**config.mk**
```make
export PLATFORM = sky130hd
export DESIGN_NAME = joybus_host_xfer
export DESIGN_NICKNAME = d
export VERILOG_FILES = /design/src/rtl/joybus_host_xfer.sv
export SDC_FILE = /design/constraint.sdc
export NUM_CORES = 1
export LEC_CHECK = 0
export ABC_CLOCK_PERIOD_IN_PS = 9000
export CORE_MARGIN = 5
export CORE_UTILIZATION = 30
export CTS_CLUSTER_DIAMETER = 40
export DETAILED_ROUTE_END_ITERATION = 10
export SLEW_MARGIN = 20
export SYNTH_ARGS = -nofsm -noshare
export SYNTH_HDL_FRONTEND = slang
export SYNTH_SLANG_ARGS = --single-unit
```
**constraint.sdc**
```tcl
create_clock -name clk -period 9 [get_ports clk]
set_clock_uncertainty 0.05 [all_clocks]
set_input_delay 1.8 -clock clk [delete_from_list [all_inputs] [get_ports clk]]
set_output_delay 1.8 -clock clk [all_outputs]
set_load 0.02 [all_outputs]
```
**src/rtl/joybus_host_xfer.sv**
```systemverilog
// joybus_host_xfer: Joybus host engine that sends a command plus the console stop bit
// on the open-drain line, then captures a variable-length response with timeout.
module joybus_host_xfer #(
    parameter int CLK_FREQ_HZ  = 25000000,
    parameter int MAX_TX_BYTES = 3,
    parameter int MAX_RX_BYTES = 4,
    parameter int TIMEOUT_US   = 64,
    localparam int TW = $clog2(MAX_TX_BYTES + 1),
    localparam int RW = $clog2(MAX_RX_BYTES + 1)
) (
    input  logic                      clk,
    input  logic                      rst,
    input  logic                      start,
    input  logic [8*MAX_TX_BYTES-1:0] tx_buf,
    input  logic [TW-1:0]             tx_len,
    input  logic [RW-1:0]             rx_len,
    input  logic                      JB_RX,
    output logic                      JB_TX,
    output logic                      busy,
    output logic                      done,
    output logic                      timeout_err,
    output logic [8*MAX_RX_BYTES-1:0] rx_buf,
    output logic [RW-1:0]             rx_count
);
    localparam int US_CYC = CLK_FREQ_HZ / 1000000;
    localparam int TO_CYC = TIMEOUT_US * US_CYC;
    localparam int CW = $clog2((TO_CYC > 4*US_CYC ? TO_CYC : 4*US_CYC) + 1);
    localparam int TB = 8 * MAX_TX_BYTES;
    localparam int BW = $clog2(TB + 1);
    localparam logic [CW-1:0] C1 = CW'(US_CYC);
    localparam logic [CW-1:0] C2 = CW'(2*US_CYC);
    localparam logic [CW-1:0] C3 = CW'(3*US_CYC);
    localparam logic [CW-1:0] CT = CW'(TO_CYC);

    typedef enum logic [3:0] {
        IDLE, TX_LOW, TX_HIGH, STOP_LOW, STOP_HIGH, RX_WAIT, RX_SAMPLE, RX_RISE, DONE
    } state_t;

    state_t state, state_n;
    logic [CW-1:0] cnt, lim;
    logic [TB-1:0] sh, tx_ord;
    logic [BW-1:0] bits_left;
    logic [TW-1:0] tx_len_c;
    logic [RW-1:0] rx_len_c, rx_len_q;
    logic [6:0] rx_sh;
    logic [2:0] rx_bit;
    logic [1:0] sync;
    logic s, s_d, fall, expire, accept, to_hit;

    // Byte 0 lands in the top of the shift register so the wire order is a plain MSB shift.
    for (genvar i = 0; i < MAX_TX_BYTES; i++) begin : g_ord
        assign tx_ord[TB-8-8*i +: 8] = tx_buf[8*i +: 8];
    end

    assign tx_len_c = tx_len > TW'(MAX_TX_BYTES) ? TW'(MAX_TX_BYTES) : tx_len;
    assign rx_len_c = rx_len > RW'(MAX_RX_BYTES) ? RW'(MAX_RX_BYTES) : rx_len;
    assign s        = sync[1];
    assign fall     = s_d & ~s;
    assign accept   = start && tx_len != '0;
    assign lim      = state == TX_LOW  ? (sh[TB-1] ? C1 : C3) :
                      state == TX_HIGH ? (sh[TB-1] ? C3 : C1) :
                      state == STOP_LOW ? C1 :
                      (state == STOP_HIGH || state == RX_SAMPLE) ? C2 : CT;
    assign expire   = cnt == lim - 1'b1;
    assign to_hit   = expire && ((state == RX_WAIT && !fall) || (state == RX_RISE && !s));
    assign busy     = state != IDLE && state != DONE;
    assign done     = state == DONE;

    always_comb begin
        state_n = state;
        case (state)
            IDLE:      if (accept) state_n = TX_LOW;
            TX_LOW:    if (expire) state_n = TX_HIGH;
            TX_HIGH:   if (expire) state_n = bits_left == BW'(1) ? STOP_LOW : TX_LOW;
            STOP_LOW:  if (expire) state_n = STOP_HIGH;
            STOP_HIGH: if (expire) state_n = rx_len_q == '0 ? DONE : RX_WAIT;
            RX_WAIT:   if (fall) state_n = RX_SAMPLE;
                       else if (expire) state_n = DONE;
            RX_SAMPLE: if (expire) state_n = RX_RISE;
            RX_RISE:   if (s) state_n = rx_count == rx_len_q ? DONE : RX_WAIT;
                       else if (expire) state_n = DONE;
            default:   state_n = IDLE;
        endcase
    end

    always_ff @(posedge clk or posedge rst) begin
        if (rst) begin
            state       <= IDLE;
            cnt         <= '0;
            sh          <= '0;
            bits_left   <= '0;
            rx_len_q    <= '0;
            rx_sh       <= '0;
            rx_bit      <= '0;
            sync        <= 2'b11;
            s_d         <= 1'b1;
            JB_TX       <= 1'b1;
            timeout_err <= 1'b0;
            rx_buf      <= '0;
            rx_count    <= '0;
        end else begin
            state <= state_n;
            cnt   <= state_n != state ? '0 : cnt + 1'b1;
            sync  <= {sync[0], JB_RX};
            s_d   <= s;
            JB_TX <= !(state_n == TX_LOW || state_n == STOP_LOW);
            if (to_hit)
                timeout_err <= 1'b1;
            if (state == IDLE && accept) begin
                sh          <= tx_ord;
                bits_left   <= BW'({tx_len_c, 3'b000});
                rx_len_q    <= rx_len_c;
                rx_bit      <= '0;
                timeout_err <= 1'b0;
                rx_buf      <= '0;
                rx_count    <= '0;
            end
            if (state == TX_HIGH && expire) begin
                sh        <= sh << 1;
                bits_left <= bits_left - 1'b1;
            end
            if (state == RX_SAMPLE && expire) begin
                rx_sh  <= {rx_sh[5:0], s};
                rx_bit <= rx_bit + 1'b1;
                if (rx_bit == 3'd7) begin
                    rx_buf[8*rx_count +: 8] <= {rx_sh, s};
                    rx_count                <= rx_count + 1'b1;
                end
            end
        end
    end
endmodule

```
==> impl_metrics.csv, run 1 <==
group,metric,value,unit
status,status,"complete, no violations",
logic_synthesis,synth-async-reset-ratio,1.00,
power,seq_power_share,0.383,
logic_synthesis,synth_area,0.00509,mm^2
hold_path,min_to,"sync[1]$_DFF_PP1_",
worst_setup_path,cp-end-kind,"output pin",
logic_synthesis,synthCells,505,
grt,antenna_found_initial,0,
worst_setup_path,worst-r2r-setup-slack,4.99,ns
placed_design,hpwl,8810,um
logic_synthesis,synthDistinctLibCells,61,
timing,fin_ws,4.92,ns
cts,clock_path_buffers,2,
logic_synthesis,synthFlopType,"dfrtp_1",
timing,tns,0,ns
worst_setup_path,startpoint_type,"flip-flop",
grt,grt_max_degree,53,
cells_and_area,nets,610,
floorplanning,placementRows,47,
timing,fmax,245,MHz
hold_path,whs_path_depth,0,
worst_setup_path,crit_type,"reg2out",
power,p_leak,2.84,nW
power,total_power,1.80,mW
floorplanning,core-area,0.0166,mm^2
cells_and_area,seqCellArea,0.00243,mm^2
timing,hold_violations,0,
worst_setup_path,crit_required,7.15,ns
worst_setup_path,crit_arrival,2.23,ns
floorplanning,start_util,0.307,
floorplanning,io_pins,72,
worst_setup_path,r2r_cells,10,
hold_path,hp-class,"reg2reg",
drt,routed_wl,12300,um
drt,vias,3954,
drt,routedWlPerCell,15.7,um
cells_and_area,antennaDiodeCount,0,
grt,grt_pass1_wl,20800,um
floorplanning,die-area,0.0197,mm^2
cts,clk_pin_slew,0.07,ns
power,power.density,284,mW/mm^2
power,intPower,1.14,mW
drt,drc,0,
placed_design,place_congestion,0.863,
drt,postRouteAntennaNets,0,
cells_and_area,layout-drive-gt1-share,0.0634,
flow_run,cap_violations,0,
worst_setup_path,r2r_start,"state[0]$_DFF_PP0_",
timing,finalSetupViolCount,0,
cells_and_area,area_growth,24.4,%
timing,slew_headroom,0.355,
worst_setup_path,r2r_end,"sh[4]$_DFFE_PP0P_",
grt,grt_pass1_vias,4023,
floorplanning,die_w,140,um
cts,postCtsSetupRepairBufs,0,
cts,clk_latency,0.35,ns
power,switching_share,0.367,
logic_synthesis,synth_area_per_cell,10.1,um^2
timing,min_period,4.08,ns
hold_path,hold_path.startpoint,"sync[0]$_DFF_PP1_",
timing,slew_viol_final,0,
drt,firstDrtPassIters,4,
logic_synthesis,syn_nets,552,
power,vdd_drop_max,102,uV
worst_setup_path,crit_start,"state[0]$_DFF_PP0_",
cts,cts_buffers,9,
cells_and_area,multi_input_area,0.00246,mm^2
placed_design,portBuffers,71,
logic_synthesis,synth_edf_count,0,
cells_and_area,fillers,1639,
power,power_frac_clock,0.236,
floorplanning,fp.dieH,140,um
grt,grt.total_usage,0.128,
logic_synthesis,synth_warnings,0,
logic_synthesis,synth-seq-cells,97,
drt,drt_first_iter_violations,128,
placed_design,pre_cts_ws,4.69,ns
timing,rsz0062_at_grt,"no",
timing,worst_pin_slew,0.965,ns
cts,root_buffer,"clkbuf_16",
logic_synthesis,yosysSeqAreaShare,0.478,
grt,grt_overflow,0,
timing,fin_crit_sh,0.453,
power,combPwrFrac,0.381,
cts,clkSinkCount,97,
power,p_switching,659,uW
cts,h-tree-depth,3,
drt,vias_per_cell,5.02,
cts,cts_tree,"done",
worst_setup_path,cp_max_fo,26,
cts,cts_hold_buf,0,
cts,cts_resized,0,
==> cells by family after synthesis <==
group	share of synthesized area
adders and majority gates	0.0344
buffers and inverters	0.0396
DFF	0.478
muxes	0.0689
AOI/OAI and AO/OA	0.145
xor gates and xnor gates	0.0310
and+or+nand+nor	0.203
==> critical path, stage by stage, from the launching register on <==
cell	delay [ns]
dfrtp_1	0.66
or3_1	0.50
nor2_1	0.10
clkdlybuf4s50_1	0.61
==> state kept, by name (all words and copies together) (netlist names), 2 cells and up <==
name       flops
rx_sh          7
rx_bit         3
rx_count       3
bits_left      5
cnt           11
rx_len_q       3
state          4
sync           2
sh            24
rx_buf        32
==> layout make-up <==
cell class                      instances  area share
Tap cell                              220      0.0435
Sequential cell                        97       0.385
Inverter                               20      0.0123
Multi-Input combinational cell        359       0.390
Clock buffer                            9      0.0356
Timing Repair Buffer                   76       0.118
Clock inverter                          7      0.0160
==> through the flow <==
stage	hold slack [ns]	cells	area (um^2)	utilization
global route	0.319	788	6320	0.381
CTS	0.311	788	6320	0.381
detailed placement	0.300	772	5990	0.361
finish	0.309	788	6320	0.381
global placement	0.298	772	5990	0.361
floorplan	0.295	505	5090	-
==> worst max path at each step <==
stage | endpoint | slack (ns) | cells past startpoint
floorplan | bits_left[0]$_DFFE_PP0P_ | 4.62 | 1
global placement | cnt[4]$_DFF_PP0_ | 4.80 | 7
detailed placement | cnt[2]$_DFF_PP0_ | 4.69 | 7
CTS | done | 4.90 | 3
global route | sh[7]$_DFFE_PP0P_ | 4.62 | 10
finish | done | 4.92 | 3
==> cells in the final DEF, fill, tap and decap left out, types with 14 or more instances in the layout <==
master	Yosys	layout
and2_1	26	26
nand3_1	16	16
inv_1	20	19
mux2i_1	29	29
a21oi_1	14	14
a221o_1	21	21
clkdlybuf4s50_1	0	71
nand2_1	70	70
ha_1	14	14
dfrtp_1	93	93
nor2_1	24	24
==> cells in the mapped netlist (all sizes together) (2+ instances only) <==
cell,count,area share
nand3,16,0.016
inv,20,0.015
nor2,24,0.018
a31oi,3,0.0037
nor2b,5,0.0062
and4b,4,0.0079
dfrtp,93,0.46
o22ai,4,0.0049
o32ai,2,0.0034
or4,5,0.0081
nand2,70,0.052
a22o,8,0.014
nor3,3,0.0030
clkbuf,18,0.013
buf,11,0.012
ha,14,0.034
nand3b,2,0.0030
and3,2,0.0025
nand4,7,0.011
mux2i,29,0.057
and4,2,0.0034
dfstp,4,0.021
or3,4,0.0049
nor4,8,0.011
nand2b,9,0.011
xnor2,9,0.015
xor2,9,0.015
a221o,21,0.041
nor3b,2,0.0030
mux2,5,0.012
o31ai,2,0.0030
o21ai,18,0.018
o21a,2,0.0030
o211ai,9,0.013
o2111ai,5,0.0086
and2,26,0.032
a21oi,15,0.015
==> power by group through the flow <==
stage               clock, mW  sequential [mW]  combinational, mW
floorplan                   0            0.715              0.427
global placement            0            0.690              0.666
detailed placement          0            0.693              0.690
CTS                     0.436            0.688              0.691
global route            0.458            0.710              0.756
finish                  0.424            0.688              0.684
==> routing by layer <==
metal | vias up | share of wire | track usage
li1 | 1935 | - | -
met2 | 83 | 0.47 | 0.202
met1 | 1924 | 0.47 | 0.172
met5 | - | 0 | 0
met3 | 12 | 0.047 | 0.0337
met4 | 0 | 0.014 | 0.0413
Power figures use the tool's default switching activity.
==> inputs of run 2 (changes only) <==
--- a/config.mk
+++ b/config.mk
@@ -5,7 +5,7 @@
 export SDC_FILE = /design/constraint.sdc
 export NUM_CORES = 1
 export LEC_CHECK = 0
-export ABC_CLOCK_PERIOD_IN_PS = 9000
+export ABC_CLOCK_PERIOD_IN_PS = 3900
 export CORE_MARGIN = 5
 export CORE_UTILIZATION = 30
 export CTS_CLUSTER_DIAMETER = 40
==> constraint.sdc (replaced) <==
create_clock -name clk -period 3.9 [get_ports clk]
set_clock_uncertainty 0.05 [all_clocks]
set_input_delay 0.78 -clock clk [delete_from_list [all_inputs] [get_ports clk]]
set_output_delay 0.78 -clock clk [all_outputs]
set_load 0.02 [all_outputs]
==> run 2 against run 1 <==
Against the previous run: worst hold slack is essentially flat; utilization grew 0.41 points; count of clock-buffer cells in the layout unchanged; clock power grew 120%; die area unchanged; highest routed layer unchanged.
==> impl_metrics.csv, run 2 (synthesis results as in run 1) <==
group,metric,value,unit
status,status,"complete, no violations",
cts,clkSinkCount,97,
cells_and_area,largest-register,"rx_buf",
power,combPwrFrac,0.395,
power,switching_share,0.377,
cells_and_area,final_area,0.00639,mm^2
timing,slew_headroom,0.333,
hold_path,min_to,"sync[1]$_DFF_PP1_",
cts,cts_buffers,9,
timing,tns,0,ns
worst_setup_path,path_cells,"nor2_1 > o21ai_0 > ha_1 > nor2b_1 > o21ai_0 > a31oi_1 > o2111ai_1 > or4_1 > mux2i_1",
worst_setup_path,crit_type,"reg2reg",
grt,antenna_found_initial,0,
cts,cts_hold_buf,0,
power,seq_power_share,0.377,
timing,slew_viol_final,0,
drt,drt_first_iter_violations,243,
flow_run,cap_violations,0,
cells_and_area,layout_common_cells,"dfrtp_1 (93), clkdlybuf4s50_1 (71), nand2_1 (70)",
placed_design,dpl-instance-area,0.00607,mm^2
power,p_leak,2.89,nW
placed_design,portBuffers,71,
floorplanning,placementRows,47,
cts,cts_resized,0,
drt,firstDrtPassIters,4,
power,p_switching,1.57,mW
cells_and_area,final_core_util,0.385,
grt,grt.total_usage,0.135,
hold_path,hold_path.startpoint,"sync[0]$_DFF_PP1_",
floorplanning,start_util,0.307,
worst_setup_path,path_delay_family,"simple AND/OR/NAND/NOR gates",
cells_and_area,antennaDiodeCount,0,
power,intPower,2.59,mW
cells_and_area,reg.largest.list,"rx_buf: 32 flops, sh: 24 flops, cnt: 11 flops",
worst_setup_path,r2r_end,"rx_buf[7]$_DFF_PP0_",
placed_design,placedCellCount,781,
power,power_frac_clock,0.227,
worst_setup_path,worst-r2r-setup-slack,0.52,ns
placed_design,hpwl,9440,um
hold_path,hp-class,"reg2reg",
worst_setup_path,r2r_start,"state[2]$_DFF_PP0_",
drt,routedWlPerCell,16.3,um
worst_setup_path,cp_max_fo,18,
worst_setup_path,cp-end-kind,"flip-flop",
timing,fmax,296,MHz
floorplanning,die-area,0.0197,mm^2
timing,finalSetupViolCount,0,
drt,vias_per_cell,5.10,
worst_setup_path,slowest_delay,0.75,ns
grt,grt_pass1_wl,21800,um
placed_design,place_congestion,0.844,
grt,grt_overflow,0,
cts,clock_path_buffers,2,
cells_and_area,area_growth,25.7,%
grt,grt_pass1_vias,4268,
power,power.density,650,mW/mm^2
cells_and_area,final_common_cell,"dfrtp_1",
worst_setup_path,path_common_cell,"o21ai_0",
worst_setup_path,crit_required,4.07,ns
worst_setup_path,r2r_cells,9,
cts,cts_tree,"done",
power,vdd_drop_max,251,uV
worst_setup_path,crit_arrival,3.55,ns
cells_and_area,layout-drive-gt1-share,0.0763,
timing,min_period,3.38,ns
floorplanning,die_w,140,um
timing,worst_pin_slew,0.999,ns
timing,rsz0062_at_grt,"no",
drt,routed_wl,13000,um
worst_setup_path,cp.buffers_inverters,0,
cts,clk_pin_slew,0.07,ns
cts,root_buffer,"clkbuf_16",
worst_setup_path,cpMaxStageDelayCell,"or4_1",
drt,vias,4064,
timing,fin_crit_sh,0.866,
hold_path,whs_path_depth,0,
cts,clk_latency,0.36,ns
timing,hold_violations,0,
cts,postCtsSetupRepairBufs,0,
drt,drc,0,
cells_and_area,largest_reg_flops,32,
floorplanning,core-area,0.0166,mm^2
drt,postRouteAntennaNets,0,
worst_setup_path,startpoint_type,"flip-flop",
floorplanning,io_pins,72,
grt,grt_max_degree,57,
cells_and_area,nets,619,
cells_and_area,final_cell_count_no_fill,797,
floorplanning,fp.dieH,140,um
cts,h-tree-depth,3,
-- run 2: cell count changes in the layout (fill, tap and decap cells not counted) --
cell,previous run,this run
inv_8,1,2
bufinv_16,2,1
buf_12,0,1
o2111ai_2,1,0
clkinv_2,1,0
buf_4,5,13
o2111ai_1,4,5
clkinv_8,0,1
clkinv_4,1,2
clkinvlp_4,1,0
-- run 2: power by group through the flow --
stage	logic (mW)	registers (mW)	clock network [mW]
floorplan	0.986	1.65	0
global placement	1.61	1.58	0
detailed placement	1.66	1.59	0
CTS	1.66	1.57	0.982
global route	1.81	1.62	1.02
finish	1.64	1.57	0.945
-- run 2: metrics by stage --
stage	total power, mW	hold WS [ns]	setup WS (ns)
CTS	4.21	0.310	0.547
floorplan	2.64	0.295	0.543
finish	4.16	0.309	0.522
global route	4.45	0.316	0.291
detailed placement	3.25	0.299	0.553
global placement	3.19	0.297	0.645
-- run 2: routing by layer --
metal,wire [um],vias to the layer above,global-route usage
li1,-,1956,-
met1,6020,2004,0.180
met2,6140,85,0.218
met3,617,19,0.0382
met4,173,0,0.0367
met5,0,-,0
-- run 2: final cells by class --
class	count	area, um^2
inverters	20	77.6
multi-input cells	359	2460
repair buffers	85	828
clock buffers	9	225
flip-flops and latches	97	2430
well taps	220	275
fillers	1654	10200
clock inverters	7	95.1
-- run 2: worst max path at each step --
stage	start	cells past startpoint	slack [ns]	end
final	state[2]$_DFF_PP0_	9	0.52	rx_buf[7]$_DFF_PP0_
after CTS	state[2]$_DFF_PP0_	9	0.55	rx_buf[7]$_DFF_PP0_
after global placement	state[2]$_DFF_PP0_	9	0.64	rx_buf[2]$_DFF_PP0_
after floorplan	rst	1	0.54	bits_left[0]$_DFFE_PP0P_
after global routing	state[2]$_DFF_PP0_	10	0.29	sh[4]$_DFFE_PP0P_
after detailed placement	state[2]$_DFF_PP0_	9	0.55	rx_buf[7]$_DFF_PP0_
